File: config.mk
export PLATFORM = sky130hd
export DESIGN_NAME = seg_scan_decoder
export DESIGN_NICKNAME = d
export VERILOG_FILES = /design/src/rtl/seg_pkg.sv /design/src/rtl/seg7_pattern_decode.sv /design/src/rtl/seg_scan_decoder.sv
export SDC_FILE = /design/constraint.sdc
export NUM_CORES = 1
export LEC_CHECK = 0
export BUFFER_PORTS_ARGS = -buffer_cell sky130_fd_sc_hd__clkbuf_2
export CAP_MARGIN = 40
export CORE_UTILIZATION = 55
export DETAILED_ROUTE_END_ITERATION = 8
export PLACE_DENSITY = 0.72
export SYNTH_ARGS = -nofsm -noshare
export SYNTH_HDL_FRONTEND = slang
export SYNTH_HIERARCHICAL = 1
export SYNTH_SLANG_ARGS = --single-unit
File: constraint.sdc
create_clock -name clk -period 3.5 [get_ports clk]
set_input_delay 0.7 -clock clk [delete_from_list [all_inputs] [get_ports clk]]
set_output_delay 0.7 -clock clk [all_outputs]
set_load 0.02 [all_outputs]
File: src/rtl/seg_pkg.sv
`default_nettype none
// ============================================================================
// Module      : seg_pkg
// Description : Shared definitions for seven-segment scan decoding. It holds
//               the segment bit positions, the hex glyph table, the special
//               symbol codes and the scan-tracker state encoding.
// Revision    : 1.0 - initial release
// ============================================================================
package seg_pkg;

    // Bit positions on the a_to_g bus
    localparam int SEG_A  = 7;
    localparam int SEG_B  = 6;
    localparam int SEG_C  = 5;
    localparam int SEG_D  = 4;
    localparam int SEG_E  = 3;
    localparam int SEG_F  = 2;
    localparam int SEG_G  = 1;
    localparam int SEG_DP = 0;

    // Special symbol codes
    localparam logic [4:0] SYM_BLANK   = 5'd16;
    localparam logic [4:0] SYM_MINUS   = 5'd17;
    localparam logic [4:0] SYM_INVALID = 5'd31;

    // Glyphs for blank and minus, listed as {a,b,c,d,e,f,g}
    localparam logic [6:0] PAT_BLANK = 7'b0000000;
    localparam logic [6:0] PAT_MINUS = 7'b0000001;

    // Hex glyphs, listed as {a,b,c,d,e,f,g}. Index = symbol code.
    localparam logic [0:15][6:0] HEX_PATTERNS = {
        7'b1111110, 7'b0110000, 7'b1101101, 7'b1111001,
        7'b0110011, 7'b1011011, 7'b1011111, 7'b1110000,
        7'b1111111, 7'b1111011, 7'b1110111, 7'b0011111,
        7'b1001110, 7'b0111101, 7'b1001111, 7'b1000111
    };

    // Scan tracker states
    typedef enum logic [1:0] {
        ST_IDLE   = 2'd0,
        ST_SETTLE = 2'd1,
        ST_HELD   = 2'd2,
        ST_BAD    = 2'd3
    } seg_state_e;

    // True when exactly one digit enable is asserted
    function automatic logic is_onehot4(input logic [3:0] v);
        return (v != 4'b0000) && ((v & (v - 4'd1)) == 4'b0000);
    endfunction

endpackage
`default_nettype wire

File: src/rtl/seg7_pattern_decode.sv
`default_nettype none
// ============================================================================
// Module      : seg7_pattern_decode
// Description : Combinational glyph-to-symbol lookup. Maps the seven segment
//               bits {a..g} to a 5-bit symbol code. Unknown glyphs map to
//               SYM_INVALID.
// Revision    : 1.0 - initial release
// ============================================================================
module seg7_pattern_decode
    import seg_pkg::*;
(
    input  logic [6:0] i_seg,
    output logic [4:0] o_sym
);

    // Look the glyph up in the hex table, then handle blank/minus specially
    always_comb begin
        o_sym = SYM_INVALID;
        if (i_seg == PAT_BLANK) begin
            o_sym = SYM_BLANK;
        end else if (i_seg == PAT_MINUS) begin
            o_sym = SYM_MINUS;
        end else begin
            for (int i = 0; i < 16; i++) begin
                if (i_seg == HEX_PATTERNS[i]) begin
                    o_sym = 5'(i);
                end
            end
        end
    end

endmodule
`default_nettype wire

File: src/rtl/seg_scan_decoder.sv
`default_nettype none
// ============================================================================
// Module      : seg_scan_decoder
// Description : Watches a multiplexed seven-segment bus and rebuilds the
//               symbol and decimal point of each of four digits. A digit is
//               accepted only after STABLE_CYCLES identical samples. A frame
//               is published once all four digits have been captured.
// Revision    : 1.0 - initial release
// ============================================================================
module seg_scan_decoder
    import seg_pkg::*;
#(
    parameter int STABLE_CYCLES = 4,
    parameter int CNT_W         = 8
) (
    input  logic        clk,
    input  logic        rst,
    input  logic [7:0]  a_to_g,
    input  logic [3:0]  seg_en,
    output logic [19:0] digits,
    output logic [3:0]  dp,
    output logic        frame_valid,
    output logic        pat_err,
    output logic        en_err
);

    localparam logic [CNT_W-1:0] c_CNT_LAST = CNT_W'(STABLE_CYCLES - 1);
    localparam logic [CNT_W-1:0] c_CNT_MAX  = '1;

    logic [11:0]      w_in;
    logic [11:0]      r_sample;
    logic             w_changed;
    logic [4:0]       w_sym;
    seg_state_e       r_state;
    seg_state_e       w_entry_state;
    logic             w_reenter;
    logic [CNT_W-1:0] r_cnt;
    logic [CNT_W-1:0] w_cnt_inc;
    logic             w_capture;
    logic [3:0]       r_mask;
    logic [3:0]       w_mask_base;
    logic [19:0]      r_stage_sym;
    logic [3:0]       r_stage_dp;
    logic [19:0]      r_digits;
    logic [3:0]       r_dp;
    logic             r_frame_valid;
    logic             r_pat_err;
    logic             r_en_err;

    assign w_in      = {a_to_g, seg_en};
    assign w_changed = (w_in != r_sample);
    assign w_cnt_inc = (r_cnt == c_CNT_MAX) ? r_cnt : r_cnt + 1'b1;

    // A digit is accepted when its run of identical samples reaches the limit
    assign w_capture = (r_state == ST_SETTLE) && !w_changed && (w_cnt_inc == c_CNT_LAST);

    // Drop a completed frame from the mask; a same-cycle capture starts the next one
    assign w_mask_base = (r_mask == 4'b1111) ? 4'b0000 : r_mask;

    seg7_pattern_decode u_decode (
        .i_seg (a_to_g[SEG_A:SEG_G]),
        .o_sym (w_sym)
    );

    // Classify the current enables into the state a new run starts in
    always_comb begin
        w_entry_state = ST_BAD;
        if (seg_en == 4'b0000) begin
            w_entry_state = ST_IDLE;
        end else if (is_onehot4(seg_en)) begin
            w_entry_state = ST_SETTLE;
        end
        // IDLE leaves as soon as any enable shows up; other states leave on change
        w_reenter = (r_state == ST_IDLE) ? (seg_en != 4'b0000) : w_changed;
    end

    // Register the previous bus value for change detection
    always_ff @(posedge clk) begin
        if (rst) begin
            r_sample <= '0;
        end else begin
            r_sample <= w_in;
        end
    end

    // Scan tracker: stability counting, digit acceptance and enable-error pulse
    always_ff @(posedge clk) begin
        if (rst) begin
            r_state  <= ST_IDLE;
            r_cnt    <= '0;
            r_en_err <= 1'b0;
        end else begin
            r_en_err <= 1'b0;
            if (w_reenter) begin
                r_state  <= w_entry_state;
                r_cnt    <= '0;
                // Only the first cycle of a multi-hot run is reported
                r_en_err <= (w_entry_state == ST_BAD) && (r_state != ST_BAD);
            end else begin
                case (r_state)
                    ST_IDLE: begin
                        r_cnt <= '0;
                    end
                    ST_SETTLE: begin
                        r_cnt <= w_cnt_inc;
                        if (w_capture) begin
                            r_state <= ST_HELD;
                        end
                    end
                    default: begin
                        r_cnt <= r_cnt;
                    end
                endcase
            end
        end
    end

    // Staging slots, capture mask and frame publication
    always_ff @(posedge clk) begin
        if (rst) begin
            r_mask        <= 4'b0000;
            r_stage_sym   <= '0;
            r_stage_dp    <= 4'b0000;
            r_digits      <= '0;
            r_dp          <= 4'b0000;
            r_frame_valid <= 1'b0;
            r_pat_err     <= 1'b0;
        end else begin
            r_frame_valid <= 1'b0;
            r_pat_err     <= 1'b0;
            if (r_mask == 4'b1111) begin
                r_digits      <= r_stage_sym;
                r_dp          <= r_stage_dp;
                r_frame_valid <= 1'b1;
            end
            if (w_capture) begin
                for (int k = 0; k < 4; k++) begin
                    if (seg_en[k]) begin
                        r_stage_sym[5*k +: 5] <= w_sym;
                        r_stage_dp[k]         <= a_to_g[SEG_DP];
                    end
                end
                r_pat_err <= (w_sym == SYM_INVALID);
                r_mask    <= w_mask_base | seg_en;
            end else begin
                r_mask    <= w_mask_base;
            end
        end
    end

    assign digits      = r_digits;
    assign dp          = r_dp;
    assign frame_valid = r_frame_valid;
    assign pat_err     = r_pat_err;
    assign en_err      = r_en_err;

endmodule
`default_nettype wire

== Yosys cells after proc, flatten, opt, wreduce, memory -nomap -nowiden ==
Cells that the tools add are included.
Operators by class
  add/sub/neg operators: 2
  eq/ne operators: 25
  multiplexer cells: 29
  bitwise operators: 4
  reduce and logical (&&, ||, !) cells: 21
Operators with widths (count)
  $mux W5: 18
  $eq A7 B7 Y1 const B: 12
  $eq A7 B6 Y1 const B: 3
  $pmux W8 S2: 1
  $ne A12 B12 Y1: 1
  $mux W2: 5
  $reduce_and A2 Y1: 5
  $add A8 B1 Y8 const B: 1
  $eq A8 B2 Y1 const B: 1
  $eq A8 B8 Y1 const B: 1
  $logic_not A4 Y1: 2
  $mux W4: 2
  $mux W8: 1
  $eq A7 B1 Y1 const B: 1
  $eq A7 B5 Y1 const B: 1
  $logic_not A7 Y1: 1
  $reduce_bool A2 Y1: 3
  $reduce_or A2 Y1: 3
  $eq A5 B5 Y1 const B: 1
  $and A4 B4 Y4: 1
  $eq A4 B4 Y1 const B: 1
  $logic_and A1 B1 Y1: 4
  $or A4 B4 Y4: 1
  $reduce_bool A4 Y1: 1
  other kinds (8): 10
Word-level totals
  register bits: 77
  bits of input ports: 14
  logic and storage cells: 98

== Logic depth before layout (Yosys ltp) ==
Gate-level depths: netlist of run 1.
  depth after elaboration: 20
  gate-level depth with buffers: 8
  depth with buffers taken out: 7

== Cells and area by module ==
The synthesis of run 1 kept the hierarchy.
By module, submodules not included
  seg_scan_decoder: instances 1, cells each 358, area each 3173.0 um^2, seq. area each 1541.5 um^2
  seg7_pattern_decode: instances 1, cells each 59, area each 354.1 um^2, seq. area each 0.0 um^2

== Worst setup path before layout of run 1 ==
No wires, ideal clock.
  path kind: input to register
  start point: in seg_en[1]
  end point: reg r_stage_sym[1]
  setup time: 0.072 ns
  data arrival time: 2.023 ns
  required time: 3.428 ns
  setup slack: 1.405 ns
  stages on the path: 8
  path buffers: 2
  path through: clkbuf_2 > xnor2_1 > nand4_1 > nor3_1 > and2_2 > and3_1 > buf_4 > mux2i_1
Between the ends
  cells in the longest elaborated chain, start to end: 5
RTL lines
  start, declared: line seg_scan_decoder.sv:19  | input logic [3:0] seg_en,
  $ne A12 B12 Y1: line seg_scan_decoder.sv:51  | assign w_changed = (w_in != r_sample);
  $logic_not A1 Y1: line seg_scan_decoder.sv:55  | assign w_capture = (r_state == ST_SETTLE) && !w_changed && (w_cnt_inc == c_CNT_LAST);
  $logic_and A1 B1 Y1 (2 in series): line seg_scan_decoder.sv:55
  $reduce_and A2 Y1 (no source line)
  end signal, assigned by index: line seg_scan_decoder.sv:139  | r_stage_sym[5*k +: 5] <= w_sym;
  end, declared: line seg_scan_decoder.sv:42  | logic [19:0] r_stage_sym;
No other way between the ends.
A chain may end at the register's enable or synchronous reset.

== Final worst setup path of run 1 ==
  start point: reg r_cnt[0]
  end point: reg r_stage_sym[2]
Between the ends
  cells in the longest elaborated chain, start to end: 5
  elaborated cells on any way between the ends: 6
  those cells by class: 1 x add/sub; 2 x eq/ne; 1 x mux; 2 x reduce/logical
RTL lines
  start, declared: line seg_scan_decoder.sv:37  | logic [CNT_W-1:0] r_cnt;
  start signal, assigned: line seg_scan_decoder.sv:105  | r_cnt <= w_cnt_inc;
  start signal, assigned: line seg_scan_decoder.sv:111  | r_cnt <= r_cnt;
  $add A8 B1 Y8 / $eq A8 B8 Y1 (equally long branches): line seg_scan_decoder.sv:52  | assign w_cnt_inc = (r_cnt == c_CNT_MAX) ? r_cnt : r_cnt + 1'b1;
  $mux W8 (*): line seg_scan_decoder.sv:52
  $eq A8 B2 Y1 (*): line seg_scan_decoder.sv:55
  $logic_and A1 B1 Y1 (*): line seg_scan_decoder.sv:55
  $reduce_and A2 Y1 (no source line) (*)
Every way passes the cells marked *; elsewhere a longest branch is shown, timed or not.

==> run summary, run 1 <==
The H-tree level count came out at 3. The overall track demand over capacity in global routing is 0.249. The number of optimization iterations in the first detailed-route pass came out at 5.

In this run the worst path has a maximum fanout of 6. met2 is the most crowded layer. The signal on the critical path passes through ha_1 -> nand3_1 -> or4_1 -> a21oi_1 -> o211a_1 -> and3_1 -> mux2i_1. The maximum clock insertion buffer count came out at 2.

The number of diodes is 0. From synthesis to final layout, the design area changed by 11.4%. TritonCTS built the clock tree. The most common cell in the netlist is sky130_fd_sc_hd__dfxtp_1. The worst setup path is captured at a flop. Dividing the synthesized area by the synthesized cell count gives 8.46 um2. On the final layout, the worst clock skew is 0.00973 ns. In this run, CTS created clock tree buffers numbering 9. The top achievable clock speed is ~410 MHz.

The number of post-CTS setup repair buffers is 0. The total grt overflow is 0. Among all flip-flop cells after synthesis, the most frequent one is sky130_fd_sc_hd__dfxtp_1. The sum of negative setup slack is 0 ns. Setup repair after global routing left no endpoint under its margin. The root buffer cell chosen for the clock tree is sky130_fd_sc_hd__clkbuf_8. At the end of the flow, the number of nets in the layout was between 400 and 500. The final-report max-slew violation count is 0. The clock sink count came out at 77. The share of synthesized flip-flops with an asynchronous set or reset came out at 0.

The total number of vias is slightly below 3k. The area of the placeable core is 6060 um2. The register area share after synthesis is 0.437. The number of failing setup endpoints in the final timing report came out at 0. In this run the remaining antenna-violating nets after routing total 0. The startpoint type of the worst setup path is a flop. In the synthesized netlist, the number of instances is 417. Detailed placement ended at an HPWL of between 5000 and 6000 um. The first global-routing pass estimated around 13000 um of wire. Power spread over the standard cell area amounts to approximately 410 nW/um2. The number of resized instances in the post-cts repair step is 0. The total nets after synthesis came out at 432. The worst endpoint data arrival time came out at between 2 and 3 ns. The setup slack at placement came out at ~0.99 ns. The via-per-instance ratio is ~5.7. Sorting the synthesized cells by area gives the leading types as sky130_fd_sc_hd__dfxtp_1, sky130_fd_sc_hd__mux2i_1, sky130_fd_sc_hd__nand2_1. The number of global-route vias before repair came to between 2k and 3k. Counting flops and latches in the post-synthesis netlist gives 77. The critical path is of the reg -> reg type. Clock-pin slew was measured on the worst setup and hold paths at roughly 0.08 ns. The congestion estimate from routability-driven global placement came to roughly 0.87.

The number of port buffers came out at 40. The aggregate routed wire length came out at between 7000 and 8000 um. The worst hold path belongs to the class reg -> reg. The floorplan step defined a die boundary enclosing a little under 7000 um2. For met1 alone, demand over resource in global routing was 0.347.

The run finished with clean final reports. Of the available clock period, the critical path in the final layout requires 0.698. The number of rows in the core area came out at 28. After detailed routing, the average wire length per cell comes to 14.3 um. The hold violation count in the final report is 0. The clock latency reported for the late side of the worst-skew pair is between 0.3 and 0.4 ns.

The total DRC errors in the routed layout is 0. The number of antenna violations at the first check in global routing is 0. The peak supply drop is ~0.26 mV. The pin count of the biggest net entering global routing came out at 55. The number of primary I/O pins is 41. The endpoint required time on the critical path is approximately 3.8 ns. The cell taking the most area after synthesis is sky130_fd_sc_hd__dfxtp_1. The number of synthesized flops with an enable pin came out at 0.

The minimum clock period came out at between 2 and 2.5 ns. The overall die width is just over 80 um. The area fraction of the dominant cell type after synthesis came out at 0.437. The setup slack after layout is 1.06 ns. Among cell families on the critical path, the largest total delay comes from simple AND/OR/NAND/NOR gates. Of the cells placed in the final design, the portion with a size suffix greater than 1 is 0.148. The max-cap check violation count is 0. The synthesized netlist occupies a cell area of 3530 um2. By count the netlist is led by sky130_fd_sc_hd__dfxtp_1, sky130_fd_sc_hd__nand2_1, sky130_fd_sc_hd__a21oi_1. The initial cell density of the core came out at 0.582. The number of warning messages in the yosys log came out at 6. In this run the static leakage power is between 1.5 and 2 nW. The met3 global-route usage came out at 0.0567. In this design, the stage delay of the slowest critical-path cell is approximately 0.48 ns. The met2 capacity usage during global routing is 0.372. The vertical die dimension came out at 82.1 um. The worst-path cell with the longest stage delay is sky130_fd_sc_hd__dfxtp_1. The number of library cell types mapped by synthesis is ~50.

The max-slew headroom at the worst pin came out at 0.463. In this run, the number of DRC markers left after iteration 0 of detailed routing was approximately 190. The count of buffering cells on the critical path with inverters included is 0. For this design, the CTS-stage hold fixing added 0 buffers. At the pin with the least slew margin, the transition time is around 0.81 ns.
## tightest hold or removal path: stages (launching register included)
cell,delay [ns]
sky130_fd_sc_hd__dfxtp_1,0.31
sky130_fd_sc_hd__nand2_1,0.05
sky130_fd_sc_hd__a21oi_1,0.05
## logic make-up after synthesis
family                     after synthesis  synth area share
AOI/OAI and AO/OA                       74             0.125
xor gates and xnor gates                13            0.0323
adders and majority gates                2           0.00638
buffers and inverters                   34            0.0390
DFF                                     77             0.437
muxes                                   25            0.0713
and+or+nand+nor                        192             0.289
## worst paths after layout
| path | from | endpoint | slack [ns] | cells after the start |
|---|---|---|---|---|
| setup / recovery | r_cnt[0] | r_stage_sym[2] | 1.06 | 7 |
| hold / removal | digits[0] | digits[0] | 0.45 | 2 |
| setup reg to reg | r_cnt[0] | r_stage_sym[2] | 1.06 | 7 |
| hold reg to reg | digits[0] | digits[0] | 0.45 | 2 |
## cells in the final DEF (no fill, tap or decap), types with 2 or more instances in the layout
cell type	netlist	final
sky130_fd_sc_hd__o31ai_1	2	2
sky130_fd_sc_hd__clkbuf_2	2	40
sky130_fd_sc_hd__a211oi_1	3	3
sky130_fd_sc_hd__nand2b_1	32	32
sky130_fd_sc_hd__nor3b_1	3	3
sky130_fd_sc_hd__nor4_1	2	2
sky130_fd_sc_hd__and3b_1	2	2
sky130_fd_sc_hd__dfxtp_1	77	77
sky130_fd_sc_hd__o211ai_1	3	3
sky130_fd_sc_hd__nand3_1	16	16
sky130_fd_sc_hd__or4_1	2	2
sky130_fd_sc_hd__nand2_1	64	64
sky130_fd_sc_hd__mux2i_1	24	24
sky130_fd_sc_hd__nand4_1	7	7
sky130_fd_sc_hd__o21ai_0	7	7
sky130_fd_sc_hd__inv_1	5	5
sky130_fd_sc_hd__nand3b_1	2	2
sky130_fd_sc_hd__clkinv_4	0	3
sky130_fd_sc_hd__a31oi_1	2	2
sky130_fd_sc_hd__nor2_1	17	17
sky130_fd_sc_hd__and4_1	3	3
sky130_fd_sc_hd__a21oi_1	45	45
sky130_fd_sc_hd__and3_1	4	4
sky130_fd_sc_hd__xnor2_1	13	13
sky130_fd_sc_hd__clkbuf_8	0	10
sky130_fd_sc_hd__a22o_1	2	2
sky130_fd_sc_hd__nor2b_1	13	13
sky130_fd_sc_hd__o211a_1	2	2
sky130_fd_sc_hd__o2111ai_1	2	2
sky130_fd_sc_hd__nor3_1	13	13
sky130_fd_sc_hd__and2_1	3	3
## final cells by class
class	instances	area, um2
flip-flops and latches	77	1540
well taps	75	93.8
repair buffers	43	243
clock inverters	6	47.5
fillers	527	2130
clock buffers	10	138
multi-input cells	306	1850
inverters	5	18.8
## power breakdown
group	leakage (nW)	internal (mW)	switching, mW
Clock	0.0928	0.282	0.342
Sequential	0.624	0.885	0.00967
Combinational	0.863	0.0451	0.0665
## metal layers
| metal | routed length, um | share of wire |
|---|---|---|
| met5 | 0 | 0 |
| met4 | 65 | 0.0087 |
| met2 | 3440 | 0.46 |
| met3 | 241 | 0.032 |
| met1 | 3720 | 0.50 |
## registers in the layout, summed over array words and instances, names as in the netlist
signal,cells
digits,20
r_stage_sym,20
r_sample,12
r_cnt,8
dp,4
r_mask,4
r_stage_dp,4
r_state,2
en_err,1
frame_valid,1
pat_err,1
## metrics by stage
step                power (mW)  area [um2]   util  cells  hold slack, ns
floorplan                0.994        3530      -    417           0.432
global placement          1.02        3710  0.612    504           0.442
detailed placement        1.03        3740  0.618    506           0.446
CTS                       1.64        3930  0.648    522           0.454
global route              1.69        3930  0.648    522           0.475
finish                    1.63        3930  0.648    522           0.454
Note: power is estimated with default switching activity, not from simulation.
==> run 2: changes to the inputs <==
==> constraint.sdc (replaced) <==
create_clock -name clk -period 2.4 [get_ports clk]
set_input_delay 0.48 -clock clk [delete_from_list [all_inputs] [get_ports clk]]
set_output_delay 0.48 -clock clk [all_outputs]
set_load 0.02 [all_outputs]
==> run 2 against run 1 <==
Against the previous run: clock power grew 62%; largest power group unchanged; critical endpoint is now r_stage_sym[8]; utilization grew 2.3 points; cell count grew 3.1%; critical path type unchanged; cell area grew 3.5%; register-to-register slack lost 0.93 ns; critical path depth is the same.
==> run summary, run 2 (synthesized netlist as in run 1, its figures left out) <==
The count of buffering cells on the critical path with inverters included is 0 (unchanged). The global-route wire length before repair was 13100 um (+3.4%). The overall track demand over capacity in global routing came out at 0.259 (+0.0102). The number of resized instances in the post-cts repair step was 0 (unchanged). The number of non-filler instances in the completed layout came out at 538 (+3.1%). The maximum clock insertion buffer count was 2 (unchanged). The sum of negative setup slack is 0 ns (unchanged). The worst setup path is of the reg -> reg kind. The ratio of final minimum period to clock period came out at 0.946 (+0.248).

The cell area reported after detailed placement came out at 3860 um2 (+3.0%). The maximum clock skew at final layout is 0.0155 ns (+0.00576 ns). The setup slack at placement came to 0.106 ns (-0.886 ns). The via-per-instance ratio was 5.64 (-0.28%).

The hold violation count in the final report is 0 (unchanged). The power per cell area came out at 614 nW/um2 (+48%). The actual transition at the worst max-transition pin came to 0.813 ns (+0.00680 ns). The total DRC errors in the routed layout came out at 0 (unchanged). The largest fanout of any net on the critical path is 6 (unchanged). The signal on the critical path passes through ha_2 -> nand3_1 -> or4_1 -> a21oi_1 -> o211a_1 -> nand3_1 -> mux2i_1. The number of diodes was 0 (unchanged). The summed area of non-filler cells in the final layout came out at 4070 um2 (+3.5%). The endpoint with the worst hold slack is dp[0]. The power dissipated by switching net loads is 630 uW (+51%). The die footprint is 6740 um2 (unchanged). The post-DP HPWL is 5480 um (+8.7%). The smallest hold slack is 0.457 ns (+0.00273 ns). The starting DRC count in detailed routing is 188 (unchanged). The final weighted congestion in routability-driven placement came to 0.945 (+8.4%). The vertical die dimension came to 82.1 um (unchanged). The number of port buffers is 40 (unchanged).

The combinational power share came to 0.076 (+0.007). The number of cells after detailed placement is 522 (+3.2%). The clock tree root buffer cell is sky130_fd_sc_hd__clkbuf_8. The area growth from synthesis to layout came out at 15.3%. The leakage power total came out at 1.66 nW (+5.3%).

The count of cells along the worst hold path is 2 (unchanged). The slowest stage of the critical path belongs to the cell sky130_fd_sc_hd__or4_1. The H-tree level count is 3 (unchanged). The clock network fraction of design power is 0.404 (+0.022). The total chip power came out at 2.50 mW (+53%).

The number of nets with antenna violations after routing came out at 0 (unchanged). The number of cells on the worst reg-to-reg path came to 7 (unchanged). The share of total power consumed by net switching came to 0.252 (-0.00430). The max-cap check violation count came out at 0 (unchanged).

The peak supply drop is 0.467 mV (+79%). The area of the placeable core came out at 6060 um2 (unchanged). The tightest min-delay check is of the reg -> reg type.

The aggregate routed wire length came out at 7960 um (+6.5%). STA classifies the critical path endpoint as a flop. The number of primary I/O pins is 41 (unchanged). The share of total power in sequential cells came out at 0.519 (-0.030).

The number of optimization iterations in the first detailed-route pass was 5 (unchanged). The net count of the finished layout came out at 473 (+3.5%). The endpoint required time on the critical path came out at 2.67 ns (-1.11 ns).

The cell family contributing the most delay on the critical path is simple AND/OR/NAND/NOR gates. TritonCTS built the clock tree. The setup slack after layout is 0.131 ns (-0.927 ns).

The minimum clock period is 2.27 ns (-0.173 ns). The total grt overflow came to 0 (unchanged). Setup repair after global routing left no endpoint under its margin. The number of rows in the core area is 28 (unchanged). The pin count of the biggest net entering global routing is 37 (-33%).

The clock latency reported for the late side of the worst-skew pair came out at 0.35 ns (about the same). The initial cell density of the core came out at 0.582 (unchanged). In the layout the commonest cells are sky130_fd_sc_hd__dfxtp_1, sky130_fd_sc_hd__nand2_1, sky130_fd_sc_hd__a21oi_1. The clock slew at the register clock pins of the worst setup and hold paths came out at 0.09 ns (about the same). The setup slack on the worst flop-to-flop path came to 0.13 ns (-0.93 ns). The top achievable clock speed came to 441 MHz (+7.6%). The maximum cell stage delay along the critical path came out at 0.46 ns (-0.02 ns).

The fraction of the core area covered by cells at the end of the flow is 0.671 (+0.0225). The number of post-CTS setup repair buffers came out at 0 (unchanged). The worst register-to-register path ends at r_stage_sym[8]. In this run the critical register-to-register path is launched from r_cnt[0]. The total number of vias is 3035 (+2.8%). The final-report max-slew violation count is 0 (unchanged). The run finished with clean final reports. Leaving out fill and tap cells, the most frequent cell in the layout is sky130_fd_sc_hd__dfxtp_1. The internal power came out at 1.87 mW (+54%). By instance count, the cell type seen most on the critical path is sky130_fd_sc_hd__nand3_1. The average routed wire per standard cell is 14.8 um (+3.4%). The max-slew headroom at the worst pin came out at 0.458 (-0.00453). The clock sink count came out at 77 (unchanged). The overall die width is 82.1 um (unchanged). The number of global-route vias before repair is 2721 (+4.9%).

The number of antenna violations at the first check in global routing was 0 (unchanged). The number of failing setup endpoints in the final timing report is 0 (unchanged). The startpoint type of the worst setup path is a flop. The TritonCTS buffer count was 9 (unchanged). In this run the most critical hold path is launched from dp[0]. The fraction of final layout cells with drive strength greater than 1 was 0.181 (+0.0338). The worst endpoint data arrival time came to 2.54 ns (-0.18 ns). The number of hold buffers added after cts is 0 (unchanged).
-- run 2: area by class of cell --
type / instances / area (um2)
fillers: 522 / 1990
multi-input cells: 306 / 1850
flip-flops and latches: 77 / 1540
repair buffers: 59 / 355
clock buffers: 9 / 124
well taps: 75 / 93.8
clock inverters: 7 / 81.3
inverters: 5 / 18.8
-- run 2: metal layers --
| layer | track usage | vias to the layer above | part of all wire |
|---|---|---|---|
| met2 | 0.394 | 93 | 0.46 |
| met1 | 0.347 | 1400 | 0.47 |
| met3 | 0.0544 | 16 | 0.051 |
| li1 | - | 1526 | - |
| met4 | 0.123 | 0 | 0.018 |
| met5 | 0 | - | 0 |
-- run 2: power groups by stage --
| stage | Combinational (mW) | Clock, mW | Sequential, mW |
|---|---|---|---|
| after floorplan | 0.121 | 0 | 1.33 |
| after global placement | 0.187 | 0 | 1.33 |
| after detailed placement | 0.189 | 0 | 1.33 |
| after CTS | 0.189 | 1.03 | 1.30 |
| after global routing | 0.208 | 1.09 | 1.30 |
| final | 0.191 | 1.01 | 1.30 |
-- run 2: worst reg2reg max path, cell delays in order, from the launching register on --
cell and delay, ns:
sky130_fd_sc_hd__dfxtp_1 0.34, sky130_fd_sc_hd__ha_2 0.23, sky130_fd_sc_hd__nand3_1 0.15, sky130_fd_sc_hd__or4_1 0.46, sky130_fd_sc_hd__a21oi_1 0.21, sky130_fd_sc_hd__o211a_1 0.29
sky130_fd_sc_hd__nand3_1 0.25, sky130_fd_sc_hd__mux2i_1 0.25
-- run 2: worst max path at each step --
stage / from / to / slack, ns / cells past startpoint
floorplan: r_cnt[0] / r_stage_sym[1] / 0.33 / 8
global placement: r_cnt[0] / r_stage_sym[2] / 0.15 / 7
detailed placement: r_cnt[1] / r_stage_sym[2] / 0.11 / 7
CTS: r_cnt[1] / r_stage_sym[0] / 0.06 / 7
global route: r_cnt[0] / r_stage_sym[2] / 0.01 / 7
finish: r_cnt[0] / r_stage_sym[8] / 0.13 / 7
